## src/rtl/alu_issue_ctrl.sv

```systemverilog
// alu_issue_ctrl: serialising issue sequencer in front of the polynomial ALU.
// Fetches both operands from the register file, loads the ALU, waits for
// compute_done (bounded by a timeout) and writes one or two results back.
//
// Handshake: an instruction transfers on a rising edge where ins_vld and
// ins_rdy are both high. ins_rdy depends only on internal state (high only
// in IDLE) and never on ins_vld; the source may hold ins_vld high and change
// the payload freely while ins_rdy is low, and nothing is captured then.
module alu_issue_ctrl #(
  parameter int DAT_W = 144,
  parameter int RA_W  = 4,
  parameter int TMO_W = 10
) (
  input  logic              clk,
  input  logic              rst,
  input  logic              ins_vld,
  output logic              ins_rdy,
  input  logic [3:0]        ins_typ,
  input  logic [RA_W-1:0]   ins_src_o,
  input  logic [RA_W-1:0]   ins_src_t,
  input  logic [RA_W-1:0]   ins_dst1,
  input  logic [RA_W-1:0]   ins_dst2,
  input  logic              ins_wr2,
  output logic [RA_W-1:0]   rf_rd_addr_o,
  output logic [RA_W-1:0]   rf_rd_addr_t,
  input  logic [DAT_W:0]    rf_rd_dat_o,
  input  logic [DAT_W-1:0]  rf_rd_dat_t,
  input  logic [DAT_W:0]    mod_dat,
  output logic [3:0]        alu_typ_sel,
  output logic              alu_o_sel,
  output logic              alu_t_sel,
  output logic              alu_mod_sel,
  output logic [DAT_W:0]    alu_o_dat,
  output logic [DAT_W-1:0]  alu_t_dat,
  output logic [DAT_W:0]    alu_mod_dat,
  input  logic [DAT_W-1:0]  alu_r_dat1,
  input  logic [DAT_W-1:0]  alu_r_dat2,
  input  logic              compute_done,
  output logic              rf_wr_en,
  output logic [RA_W-1:0]   rf_wr_addr,
  output logic [DAT_W:0]    rf_wr_dat,
  output logic              busy,
  output logic              err,
  output logic [2:0]        fsm_state
);

  localparam logic [2:0] S_IDLE = 3'd0;
  localparam logic [2:0] S_RD   = 3'd1;
  localparam logic [2:0] S_CAP  = 3'd2;
  localparam logic [2:0] S_LD   = 3'd3;
  localparam logic [2:0] S_WAIT = 3'd4;
  localparam logic [2:0] S_WB1  = 3'd5;
  localparam logic [2:0] S_WB2  = 3'd6;

  localparam logic [TMO_W-1:0] TMO_MAX = '1;

  logic [2:0]       state;
  logic [2:0]       state_nxt;
  logic [3:0]       typ_q;
  logic [RA_W-1:0]  dst1_q;
  logic [RA_W-1:0]  dst2_q;
  logic             wr2_q;
  logic             ld_second;
  logic [TMO_W-1:0] tmo_cnt;
  logic [DAT_W-1:0] r1_q;
  logic [DAT_W-1:0] r2_q;
  logic             two_cyc;
  logic             mod_op;
  logic             tmo_hit;

  // mult and div need their operands presented for two cycles
  assign two_cyc = (typ_q == 4'b0011) || (typ_q == 4'b0101);
  // only mult, shift and eval consume the modulus
  assign mod_op  = (typ_q == 4'b0011) || (typ_q == 4'b1000) || (typ_q == 4'b1001);
  assign tmo_hit = (tmo_cnt == TMO_MAX);
  assign fsm_state = state;

  // Next-state selection for the issue sequence
  always_comb begin
    state_nxt = state;
    case (state)
      S_IDLE:  if (ins_vld) state_nxt = S_RD;
      S_RD:    state_nxt = S_CAP;
      S_CAP:   state_nxt = S_LD;
      S_LD:    if (!two_cyc || ld_second) state_nxt = S_WAIT;
      S_WAIT: begin
        // a completion in the same cycle as the timeout still wins
        if (compute_done)  state_nxt = S_WB1;
        else if (tmo_hit)  state_nxt = S_IDLE;
      end
      S_WB1:   state_nxt = wr2_q ? S_WB2 : S_IDLE;
      S_WB2:   state_nxt = S_IDLE;
      default: state_nxt = S_IDLE;
    endcase
  end

  // State register
  always_ff @(posedge clk or posedge rst) begin
    if (rst) state <= S_IDLE;
    else     state <= state_nxt;
  end

  // Instruction fields and read addresses, captured on acceptance
  always_ff @(posedge clk or posedge rst) begin
    if (rst) begin
      typ_q        <= '0;
      dst1_q       <= '0;
      dst2_q       <= '0;
      wr2_q        <= 1'b0;
      rf_rd_addr_o <= '0;
      rf_rd_addr_t <= '0;
    end else if (state == S_IDLE && ins_vld) begin
      typ_q        <= ins_typ;
      dst1_q       <= ins_dst1;
      dst2_q       <= ins_dst2;
      wr2_q        <= ins_wr2;
      rf_rd_addr_o <= ins_src_o;
      rf_rd_addr_t <= ins_src_t;
    end
  end

  // Operand registers, loaded once register-file data has arrived
  always_ff @(posedge clk or posedge rst) begin
    if (rst) begin
      alu_o_dat   <= '0;
      alu_t_dat   <= '0;
      alu_mod_dat <= '0;
    end else if (state == S_CAP) begin
      alu_o_dat   <= rf_rd_dat_o;
      alu_t_dat   <= rf_rd_dat_t;
      alu_mod_dat <= mod_dat;
    end
  end

  // Strobe length tracking and compute_done timeout counter
  always_ff @(posedge clk or posedge rst) begin
    if (rst) begin
      ld_second <= 1'b0;
      tmo_cnt   <= '0;
    end else begin
      ld_second <= (state == S_LD) && !ld_second;
      if (state == S_LD)                  tmo_cnt <= '0;
      else if (state == S_WAIT && !tmo_hit) tmo_cnt <= tmo_cnt + 1'b1;
    end
  end

  // Result registers, loaded only on a completion seen while waiting
  always_ff @(posedge clk or posedge rst) begin
    if (rst) begin
      r1_q <= '0;
      r2_q <= '0;
    end else if (state == S_WAIT && compute_done) begin
      r1_q <= alu_r_dat1;
      r2_q <= alu_r_dat2;
    end
  end

  // Outputs decoded from state so reset removes them without a clock
  always_comb begin
    ins_rdy     = (state == S_IDLE);
    busy        = (state != S_IDLE);
    alu_o_sel   = (state == S_LD);
    alu_t_sel   = (state == S_LD);
    alu_mod_sel = (state == S_LD) && mod_op;
    alu_typ_sel = 4'b0000;
    rf_wr_en    = 1'b0;
    rf_wr_addr  = '0;
    rf_wr_dat   = '0;
    err         = (state == S_WAIT) && tmo_hit && !compute_done;
    if (state == S_LD || state == S_WAIT) alu_typ_sel = typ_q;
    if (state == S_WB1) begin
      rf_wr_en   = 1'b1;
      rf_wr_addr = dst1_q;
      rf_wr_dat  = {1'b0, r1_q};
    end else if (state == S_WB2) begin
      rf_wr_en   = 1'b1;
      rf_wr_addr = dst2_q;
      rf_wr_dat  = {1'b0, r2_q};
    end
  end

endmodule

```

## config.mk

```make
export PLATFORM = sky130hd
export DESIGN_NAME = alu_issue_ctrl
export DESIGN_NICKNAME = d
export VERILOG_FILES = /design/src/rtl/alu_issue_ctrl.sv
export SDC_FILE = /design/constraint.sdc
export NUM_CORES = 2
export LEC_CHECK = 0
export CAP_MARGIN = 30
export CORE_AREA = 8 8 516 518
export CTS_CLUSTER_SIZE = 14
export DETAILED_ROUTE_END_ITERATION = 10
export DIE_AREA = 0 0 524 526
export DONT_BUFFER_PORTS = 1
export PLACE_DENSITY_LB_ADDON = 0.08
export SYNTH_ARGS = -nofsm -noshare
export SYNTH_HDL_FRONTEND = slang
export SYNTH_SLANG_ARGS = --single-unit
```

## constraint.sdc

```tcl
create_clock -name clk -period 57.3 [get_ports clk]
set_input_delay 11.46 -clock clk [delete_from_list [all_inputs] [get_ports clk]]
set_output_delay 11.46 -clock clk [all_outputs]
set_load 0.01 [all_outputs]
```

* Yosys cells after proc, flatten, opt, wreduce, memory -nomap -nowiden *
Index checks and enable logic that the tools add are counted.

word-level totals
  bits in registers = 757
  logic and storage cells = 64
  output and inout port bits = 605

operators by class
  add/subtract/negate cells = 1
  equal/unequal tests = 14
  reductions and logical operators = 20
  multiplexer cells = 15

operators with widths
  operator                                                         number
  144-bit 2-to-1 mux                                               2
  10-bit 2-to-1 mux                                                2
  3-bit case mux with 6 select lines                               1
  3-bit 2-to-1 mux                                                 5
  4-bit 2-to-1 mux                                                 3
  10-bit by 1-bit adder with 10-bit output, second input constant  1
  10-bit == test, second input constant                            1
  3-bit == test, second input constant                             3
  4-bit == test, second input constant                             2
  1-bit logical AND                                                7
  3-bit by 2-bit == test with 1-bit output, second input constant  2
  1-bit logical OR                                                 5
  4-bit by 2-bit == test with 1-bit output, second input constant  1
  4-bit by 3-bit == test with 1-bit output, second input constant  1
  1-bit zero test                                                  4
  3-bit by 1-bit == test with 1-bit output, second input constant  1
  3-bit zero test                                                  1
  3-bit != test, second input constant                             1
  3-bit AND reduction                                              1
  3-bit nonzero test                                               1
  1-bit 2-to-1 mux                                                 2
  2-bit by 1-bit != test with 1-bit output, second input constant  1
  2-bit != test, second input constant                             1
  2-bit nonzero test                                               1

* Longest topological paths before layout *
  depth after elaboration = 6
  depth in mapped cells = 8

* Worst setup path after synthesis *
OpenSTA, ideal clock, no wires.

  path type = input port to output port
  start = in compute_done
  end = out err
  required time = 45.840 ns
  arrival time = 11.761 ns
  slack = 34.079 ns
  stages = 1
  path buffers = 0
  cell sequence = nor3_1

on the way
  cells in the longest elaborated chain, start to end = 2

RTL lines
  item               RTL line  RTL
  from (decl)        38        input logic compute_done,
  1-bit zero test    169       err = (state == S_WAIT) && tmo_hit && !compute_done;
  1-bit logical AND  169
  to (decl)          43        output logic err,

No other way between the ends.

* Worst setup path after layout *
Same ends and word-level chain as after synthesis.

==> flow_metrics.env <==
export IMPL_path_delay_family="simple AND/OR/NAND/NOR gates"
export IMPL_io_pins=1352
export IMPL_period_minus_slack_ns=23.44
export IMPL_synth_distinct_cells=49
export IMPL_most_common_layout_cells="dfrtp_1 (757), mux2_2 (455), mux2_4 (200)"
export IMPL_clkSinkCount=757
export IMPL_detail_route_vias_per_cell=3.19
export IMPL_gp_congestion=0.781
export IMPL_cts_root_buf="clkbuf_16"
export IMPL_path_class="in -> out"
export IMPL_avgSynthCellArea_sq_um=16.6
export IMPL_die_x_um=524
export IMPL_grt_max_degree=120
export IMPL_fill_cells=28400
export IMPL_path_clk_slew_ns=0.06
export IMPL_critPathMaxStageDelay_ns=0.51
export IMPL_clock_path_buffers=3
export IMPL_grt_pass1_wl_mm=202
export IMPL_cts_resized=0
export IMPL_hold_viol_final=0
export IMPL_synth_flop_cell="dfrtp_1"
export IMPL_insertion_delay_ns=0.77
export IMPL_drt_wirelength_per_cell_um=29.4
export IMPL_yosys_area_top_type_share_pct=61.3
export IMPL_dpl_hpwl_mm=127
export IMPL_initial_core_util_pct=12.0
export IMPL_fmax_mhz=42.7
export IMPL_hold_start="ld_second"
export IMPL_cp_required_ns=45.84
export IMPL_die_area_sq_um=276000
export IMPL_hold_class="reg -> reg"
export IMPL_setup_worst_path_start="compute_done"
export IMPL_wl_mm=158
export IMPL_h_tree_depth=3
export IMPL_max_vdd_ir_drop_v=0.0000269
export IMPL_cts_inserted_buffers=105
export IMPL_finalCritPeriodShare_pct=40.9
export IMPL_final_antenna_net_count=0
export IMPL_slew_headroom_pct=29.5
export IMPL_syn_to_final_growth_pct=23.6
export IMPL_worstPathCellList="nor3_1"
export IMPL_post_cts_setup_buffers=0
export IMPL_rsz0062_at_grt="false"
export IMPL_holdBufCountCts=0
export IMPL_finalInstanceArea_sq_um=38200
export IMPL_setup_viol=0
export IMPL_synth_edf_count=0
export IMPL_cts_tree="done"
export IMPL_cp_max_fo=4
export IMPL_dpl_instance_area_sq_um=34500
export IMPL_synth_area_leader_cell="dfrtp_1"
export IMPL_finalClockSkew_ns=0.0886
export IMPL_grt_antenna_before_repair=210
export IMPL_finalSetupTns_ns=0
export IMPL_synth_nets=2608
export IMPL_drtIter0Drc=713
export IMPL_grt_usage_pct=10.9
export IMPL_start_kind="primary input"
export IMPL_p_total_mw=2.38
export IMPL_ys_warn_count=0
export IMPL_cp_arrival_ns=11.98
export IMPL_synth_seq_area_share_pct=61.3
export IMPL_timing_worst_slew_pin_value_ns=1.06
export IMPL_layout_commonest_cell="dfrtp_1"
export IMPL_p_leak_nw=15.1
export IMPL_syn_area_sq_um=30900
export IMPL_cp_num_buf_inv=0
export IMPL_power_density_nw_per_um2=62.3
export IMPL_port_buffers=0
export IMPL_coreArea_sq_um=258000
export IMPL_overflow=0
export IMPL_synthArstFlopShare_pct=100
export IMPL_worstReg2RegStart="fsm_state[1]"
export IMPL_drive_above_1_share_pct=44.0
export IMPL_nets=2626
export IMPL_syn_inst=1860
export IMPL_synthTopCellsByArea="dfrtp_1 (61%), mux2_2 (17%), mux2_4 (9.7%)"
export IMPL_final_core_util_pct=14.8
export IMPL_grt_pass1_vias=18600
export IMPL_dr_pass1_iters=4
export IMPL_cap_violations=0
export IMPL_vias=17200
export IMPL_drv_slew=0
export IMPL_endpoint_kind="output port"
export IMPL_die_h_um=526
export IMPL_slowest_stage="nor3_1"
export IMPL_num_rows=187
export IMPL_drc_errors=0
export IMPL_status="completed"
export IMPL_dpl_worst_slack_ns=33.88
export IMPL_fin_ws_ns=33.86
export IMPL_ys_seq_elements=757
## final cells by class
cell class                 count  area, sq um  share of cell area (%)
tap                         3402         4260                    11.1
multi-input combinational    977        11000                    28.7
sequential                   757        18900                    49.6
clock inverter                36          507                    1.33
antenna                       36         90.1                   0.236
clock buffer                 149         3010                    7.89
timing repair buffer          33          398                    1.04
inverter                       4         22.5                  0.0590
## power breakdown
| part | leakage, nW | switching [mW] | internal, mW |
|---|---|---|---|
| logic | 4.33 | 0.214 | 0.330 |
| registers | 9.08 | 0.362 | 0.804 |
| clock network | 1.72 | 0.275 | 0.393 |
| total | 15.1 | 0.851 | 1.53 |
## sequential cells by signal, indices dropped and copies added, names as in the netlist
register and flops:
dst1_q 4, ld_second 1, wr2_q 1, tmo_cnt 10, dst2_q 4, rf_rd_addr_t 4, alu_o_dat 145, alu_mod_dat 145
typ_q 4, fsm_state 3, r1_q 144, alu_t_dat 144, rf_rd_addr_o 4, r2_q 144
## synth_stat cells (2+ instances only)
cell / count
and2_1: 3
xor2_1: 2
dfrtp_1: 757
nor4_1: 2
a21oi_1: 5
mux2_1: 88
buf_4: 25
o21ai_0: 6
mux2_4: 200
nand2_1: 10
buf_1: 2
nand4_1: 3
nor2b_1: 5
nor2_1: 14
a22o_1: 148
nand3_1: 5
mux2_2: 455
nor3_1: 3
inv_1: 2
buf_2: 48
nand2b_1: 2
a31oi_1: 3
buf_12: 22
clkbuf_1: 20
mux2i_1: 3
buf_6: 4
## metrics by stage
stage / hold WS, ns / instances
after global placement: 0.404 / 5168
after CTS: 0.406 / 5354
after floorplan: 0.386 / 1860
final: 0.404 / 5394
after detailed placement: 0.396 / 5169
after global routing: 0.456 / 5367
## cell families (layout without fill, tap and decap cells)
family	after synthesis	count (layout)	synth area share, %
xor gates and xnor gates	2	2	0.0567
adders and majority gates	1	1	0.0405
DFF	757	757	61.3
other	1	37	0.0121
AOI/OAI and AO/OA	168	168	4.59
muxes	746	746	29.6
and+or+nand+nor	59	59	1.08
buffers and inverters	126	222	3.32
## per-layer routing
| metal | track usage, % | wire length, um | vias up |
|---|---|---|---|
| li1 | - | - | 6855 |
| met1 | 9.06 | 43700 | 8624 |
| met2 | 20.1 | 81000 | 1206 |
| met3 | 8.51 | 28000 | 458 |
| met4 | 2.57 | 5230 | 84 |
| met5 | 0 | 572 | - |
## worst paths after layout
kind	depth (start not counted)	end	slack [ns]
min in group asynchronous	1	alu_mod_dat[53]	10.69
worst min register to register	1	ld_second	0.40
worst max-delay path	1	err	33.86
worst min-delay path	1	ld_second	0.40
max in group asynchronous	5	alu_o_dat[79]	42.97
worst max register to register	7	alu_o_dat[1]	53.12
No activity file was read; power rests on OpenSTA's default activity.
